File: src/rtl/exc_sequencer.sv
// Exception/interrupt entry and ERET return sequencer at the M stage.
// Picks one event per cycle, drives CP0 write strobes, flushes, then redirects fetch.
module exc_sequencer #(
    parameter logic [31:0] HANDLER_ADDR = 32'h0000_4180,
    parameter int unsigned FLUSH_CYCLES = 2,
    parameter logic [4:0]  INT_CODE     = 5'd0
) (
    input  logic        clk,
    input  logic        reset,
    input  logic        m_valid,
    input  logic [31:0] m_pc,
    input  logic        m_bd,
    input  logic        m_exc,
    input  logic [4:0]  m_exccode,
    input  logic        m_eret,
    input  logic        int_req,
    input  logic [29:0] cp0_epc,
    output logic        exl_set,
    output logic        exl_clr,
    output logic        epc_we,
    output logic [29:0] epc_val,
    output logic [4:0]  exccode,
    output logic        flush,
    output logic        redirect,
    output logic [31:0] redirect_pc,
    output logic        busy
);

    localparam logic [2:0] S_IDLE  = 3'd0;
    localparam logic [2:0] S_ENTER = 3'd1;
    localparam logic [2:0] S_FLUSH = 3'd2;
    localparam logic [2:0] S_VEC   = 3'd3;
    localparam logic [2:0] S_RET   = 3'd4;

    localparam logic [3:0] CNT_INIT = 4'(FLUSH_CYCLES - 1);

    logic [2:0]  state_q, state_d;
    logic [3:0]  cnt_q, cnt_d;
    logic [31:0] pc_q, pc_d;
    logic        bd_q, bd_d;
    logic [4:0]  code_q, code_d;

    // A delay-slot instruction restarts at its branch, one word earlier (wraps mod 2^32).
    function automatic logic [29:0] epc_of(input logic [31:0] pc, input logic bd);
        logic [31:0] adj;
        adj = bd ? (pc - 32'd4) : pc;
        return adj[31:2];
    endfunction

    always_comb begin
        state_d = state_q;
        cnt_d   = cnt_q;
        pc_d    = pc_q;
        bd_d    = bd_q;
        code_d  = code_q;
        case (state_q)
            S_IDLE: begin
                if (m_valid) begin
                    if (int_req) begin
                        state_d = S_ENTER;
                        code_d  = INT_CODE;
                        pc_d    = m_pc;
                        bd_d    = m_bd;
                    end else if (m_exc) begin
                        state_d = S_ENTER;
                        code_d  = m_exccode;
                        pc_d    = m_pc;
                        bd_d    = m_bd;
                    end else if (m_eret) begin
                        state_d = S_RET;
                    end
                end
            end
            S_ENTER: begin
                cnt_d   = CNT_INIT;
                state_d = (FLUSH_CYCLES <= 1) ? S_VEC : S_FLUSH;
            end
            S_FLUSH: begin
                cnt_d = cnt_q - 4'd1;
                if (cnt_q <= 4'd1) begin
                    cnt_d   = 4'd0;
                    state_d = S_VEC;
                end
            end
            default: state_d = S_IDLE;
        endcase
    end

    always_ff @(posedge clk) begin
        if (reset) begin
            state_q <= S_IDLE;
            cnt_q   <= 4'd0;
        end else begin
            state_q <= state_d;
            cnt_q   <= cnt_d;
        end
    end

    always_ff @(posedge clk) begin
        pc_q   <= pc_d;
        bd_q   <= bd_d;
        code_q <= code_d;
    end

    // Outputs are pure state decodes; data fields are zeroed outside their strobe.
    assign exl_set     = (state_q == S_ENTER);
    assign epc_we      = (state_q == S_ENTER);
    assign epc_val     = epc_we ? epc_of(pc_q, bd_q) : 30'd0;
    assign exccode     = epc_we ? code_q : 5'd0;
    assign exl_clr     = (state_q == S_RET);
    assign flush       = (state_q == S_ENTER) || (state_q == S_FLUSH) || (state_q == S_RET);
    assign redirect    = (state_q == S_VEC) || (state_q == S_RET);
    assign redirect_pc = (state_q == S_VEC) ? HANDLER_ADDR :
                         (state_q == S_RET) ? {cp0_epc, 2'b00} : 32'd0;
    assign busy        = (state_q != S_IDLE);

endmodule
File: config.mk
export PLATFORM = sky130hd
export DESIGN_NAME = exc_sequencer
export DESIGN_NICKNAME = d
export VERILOG_FILES = /design/src/rtl/exc_sequencer.sv
export SDC_FILE = /design/constraint.sdc
export NUM_CORES = 1
export LEC_CHECK = 0
export BUFFER_PORTS_ARGS = -buffer_cell sky130_fd_sc_hd__buf_2
export CAP_MARGIN = 20
export CORE_ASPECT_RATIO = 0.75
export CORE_MARGIN = 2
export CORE_UTILIZATION = 45
export CTS_BUF_LIST = sky130_fd_sc_hd__clkbuf_16
export CTS_CLUSTER_DIAMETER = 150
export CTS_CLUSTER_SIZE = 16
export DETAILED_ROUTE_END_ITERATION = 7
export PLACE_DENSITY = 0.81
export SLEW_MARGIN = 20
export SYNTH_ARGS = -nofsm -noshare
export SYNTH_HDL_FRONTEND = slang
export SYNTH_SLANG_ARGS = --single-unit
File: constraint.sdc
create_clock -name clk -period 3.75 [get_ports clk]
set_clock_uncertainty 0.2 [all_clocks]
set_input_delay 0.375 -clock clk [delete_from_list [all_inputs] [get_ports clk]]
set_output_delay 0.375 -clock clk [all_outputs]
set_load 0.01 [all_outputs]
# Word-level counts from Yosys, hierarchy flattened
# Index checks and enable logic that the tools add are counted.
op_classes:
  mux: 18
  reduce_logical: 9
  order_cmp: 1
  addsub: 2
  eq_ne: 7
ops:
  columns: ["op", "count"]
  rows:
  - ["two-way mux 32 bit", 5]
  - ["subtractor 32 x 3 -> 32 bit (second input constant)", 1]
  - ["two-way mux 30 bit", 1]
  - ["two-way mux 3 bit", 5]
  - ["two-way mux 5 bit", 2]
  - ["case mux 3 bit (3 select lines)", 1]
  - ["case mux 4 bit (2 select lines)", 1]
  - ["equality test 3 x 2 -> 1 bit (second input constant)", 2]
  - ["AND reduction 3 bit", 2]
  - ["less-or-equal comparator 4 x 1 -> 1 bit (second input constant)", 1]
  - ["two-way mux 4 bit", 1]
  - ["!= test 2 bit (second input constant)", 2]
  - ["!= test 4 bit (second input constant)", 1]
  - ["nonzero test 2 bit", 2]
  - ["subtractor 4 x 1 -> 4 bit (second input constant)", 1]
  - ["equality test 3 x 1 -> 1 bit (second input constant)", 1]
  - ["equality test 3 bit (second input constant)", 1]
  - ["logical NOT 3 bit", 1]
  - ["logical OR 1 bit", 3]
  - ["nonzero test 3 bit", 1]
  - ["two-way mux 1 bit", 2]
word_totals:
  in_bits: 74
  out_inout_bits: 73
  word_cells: 42
  regBits: 45

# Longest topological paths before layout
logic_depth:
  ltp_word: 5
  ltp_mapped: 6
  ltp_nobuf: 6

# Worst setup path before layout
# OpenSTA, ideal clock, no wires.
synth_path:
  path_type: "reg2reg"
  startpoint: "reg state_q[1]"
  endpoint: "reg bd_q, enable pin"
  path_buffers: 1
  setup_ns: 0.429
  stages_incl_launch_ff: 4
  t_arrival_ns: 2.498
  path_slack_ns: 0.623
  cell_sequence: "dfxtp_1 clkbuf_1 or3_1 nor2_1"
synth_via:
  elab_chain_cells: 2
synth_lines:
  columns: ["element", "line", "source"]
  rows:
  - ["start: declaration", "37", "logic [2:0] state_q, state_d;"]
  - ["start signal: assignment", "94", "state_q <= state_d;"]
  - ["logical NOT 3 bit", "56", "case (state_q)"]
  - ["AND reduction 3 bit (no source line)", null, null]
  - ["end signal: assignment", "101", "bd_q <= bd_d;"]
  - ["end: declaration", "40", "logic bd_q, bd_d;"]
# No other way between the ends.
# A chain may end at the register's enable or synchronous reset.

# Worst setup path after layout
layout_path:
  startpoint: "reg pc_q[4]"
  endpoint: "out epc_val[29]"
layout_via:
  elab_chain_cells: 3
layout_lines:
  columns: ["element", "line", "source"]
  rows:
  - ["start: declaration", "39", "logic [31:0] pc_q, pc_d;"]
  - ["start signal: assignment", "100", "pc_q <= pc_d;"]
  - ["subtractor 32 x 3 -> 32 bit", "46", "adj = bd ? (pc - 32'd4) : pc;"]
  - ["two-way mux 32 bit", "46", null]
  - ["two-way mux 30 bit", "108", "assign epc_val = epc_we ? epc_of(pc_q, bd_q) : 30'd0;"]
  - ["end: declaration", "21", "output logic [29:0] epc_val,"]
# No other way between the ends.

==> metrics.yaml <==
power_frac_comb_pct: 18.9
slew_headroom_pct: 35.4
critical_path_arrival_ns: 2.82
finalCritPeriodShare_pct: 90.6
whs_ns: 0.0688
post-route-min-period_ns: 3.40
postCtsResizedCells: 0
hold_violations: 0
place_area_um2: 3360
synth-simple-area-share_pct: 33.0
netlist.top_cell.by_area: "edfxtp_1"
multi_input_area_um2: 1310
vias: 2453
fill_cells: 496
cts_buffers: 5
dp_hpwl_um: 5310
drtIter0Drc: 163
drc: 0
regArea_um2: 1220
routed_via_density: 5.10
synth_top_family_by_area: "simple AND/OR/NAND/NOR gates"
power.leakage_nw: 1.58
tns_ns: 0
tightest_slew_ns: 0.966
highest_layer: "met4"
cellPowerDensity_nw_per_um2: 382
dieWidth_um: 92.3
worstPathMaxFanout: 15
area_delta_synth_final_pct: 34.7
netlist_instances: 264
peakVddDrop_mv: 0.248
chipHeight_um: 70.2
pwr-share-seq_pct: 45.7
grt_max_degree: 37
coreArea_um2: 5740
ant_nets: 0
synth-compound-area-share_pct: 8.89
postCtsSetupRepairBufs: 0
routedLengthMet1_um: 3000
cp-end-kind: "output port"
switching_share_pct: 26.3
synth_adder_area_share_pct: 1.43
min_path_type: "in2reg"
grt_pass1_vias: 2221
status: "complete, no violations"
synthMostInstantiatedCell: "edfxtp_1"
setup_viol: 0
initial_utilization_pct: 45.9
synth_xor_area_share_pct: 3.66
clk_pin_slew_ns: 0.06
yosysWarnings: 0
drv_slew: 0
grt_pass1_wl_um: 10800
ys_ff_latch: 43
cts-root-buf: "clkbuf_16"
ys_top_cells_by_area: "edfxtp_1, and2_1, dfxtp_1"
clk-insertion-delay-late_ns: 0.27
firstDrtPassIters: 4
gp_congestion: 0.813
drive_above_1_share_pct: 41.7
start_kind: "register"
internal-power_uw: 998
met3_length_um: 486
grtUsageTotal_pct: 20.8
ys_types: 43
critPathKind: "reg2out"
ys.flop_type: "edfxtp_1"
route.detailed.wl_per_inst_um: 14.2
async_reset_ff_share_pct: 0
netlist_area_um2: 2630
pwr-share-clk_pct: 35.5
clock_sinks: 43
yosysSeqAreaShare_pct: 46.4
cts_hold_buf: 0
cts_max_path_buffers: 2
design_area_um2: 3540
grt_setup_unrepaired: "false"
nNetsFinal: 479
yosys.area.top_type_share_pct: 41.1
cp.required_ns: 3.17
routed-wl-met2_um: 3280
yosys-top-cells-count: "edfxtp_1, and2_1, nor2_1, nand2_1, a21oi_1"
postSynthAreaPerCell_um2: 9.97
cts_max_level: 2
cts_tree: "built"
grt-ovfl-total: 0
synthMuxAreaShare_pct: 1.95
p_switching_uw: 355
maxCapViolCount: 0
drt_wl_total_um: 6830
ioPinCount: 147
dieArea_um2: 6480
rows: 24
port_buffers: 142
max_freq_mhz: 294
grt_antenna_before_repair: 0
diodes: 0
synth_edf_count: 36
[logic make-up after synthesis]
group                    count (synthesis)
buffers and inverters                   19
AND/OR/NAND/NOR                        144
flip-flops                              43
adder cells (fa/ha/maj)                  3
AO/OA/AOI/OAI                           38
XOR/XNOR                                11
multiplexers                             5
other                                    1
[flip-flops by register name (all words and copies together), names as in the netlist]
| register | flops |
|---|---|
| pc_q | 30 |
| code_q | 5 |
| cnt_q | 4 |
| state_q | 3 |
| bd_q | 1 |
[power groups by stage]
stage	combinational (mW)	clock (mW)	sequential, mW
after floorplan	0.162	0	0.612
after global placement	0.248	0	0.623
after detailed placement	0.256	0	0.626
after CTS	0.258	0.487	0.616
after global routing	0.286	0.515	0.624
final	0.255	0.480	0.618
[metrics by stage]
stage | worst slack (ns) | total power [mW] | util (%) | std cells
CTS | 0.374 | 1.36 | 61.5 | 480
finish | 0.353 | 1.35 | 61.8 | 481
floorplan | 0.623 | 0.774 | - | 265
detailed placement | 0.673 | 0.882 | 58.6 | 472
global placement | 0.730 | 0.871 | 58.6 | 472
global route | 0.110 | 1.42 | 61.8 | 481
[final timing paths]
check,startpoint,cells past startpoint,endpoint,slack (ns)
max,pc_q[4],5,epc_val[29],0.35
min,m_pc[28],1,pc_q[28],0.07
max reg2reg,state_q[1],2,pc_q[15],1.44
min reg2reg,cnt_q[1],2,cnt_q[1],0.31
[area by class of cell]
cell class,instances,area share (%)
flip-flops and latches,43,34.5
multi-input cells,203,37.0
well taps,78,2.75
inverters,5,0.530
clock buffers,5,3.53
clock inverters,3,1.09
repair buffers,144,20.6
[per-layer routing]
metal | vias up | track usage (%)
met2 | 88 | 32.8
met5 | - | 0
met1 | 1116 | 30.1
met4 | 0 | 2.82
met3 | 6 | 5.18
li1 | 1243 | -
[critical path, cell delays in order, from the launching register on]
cell,delay (ns)
edfxtp_1,0.49
nor4b_4,0.49
nand4_1,0.55
nor4_1,0.61
mux2i_1,0.24
buf_2,0.16
[cell usage in the layout (no fill, tap or decap), types with 2 or more instances in the layout]
cell type	count
conb_1	2
a31oi_1	2
nand4b_1	2
or4_4	3
or2_2	5
edfxtp_1	36
xor2_1	6
nand2_1	17
or3_2	2
o31ai_1	11
inv_1	5
and2_1	33
nor2_1	23
nand2b_1	5
a21oi_1	16
nor4_1	4
nor4b_1	2
nand3_1	2
or4_1	12
nor3_1	5
nand4_1	4
nand3b_1	2
buf_2	142
xnor2_1	5
clkbuf_16	5
nor2b_1	7
ha_1	3
mux2i_1	4
or3_1	9
dfxtp_1	7
o21ai_0	6
Power figures use the tool's default switching activity.
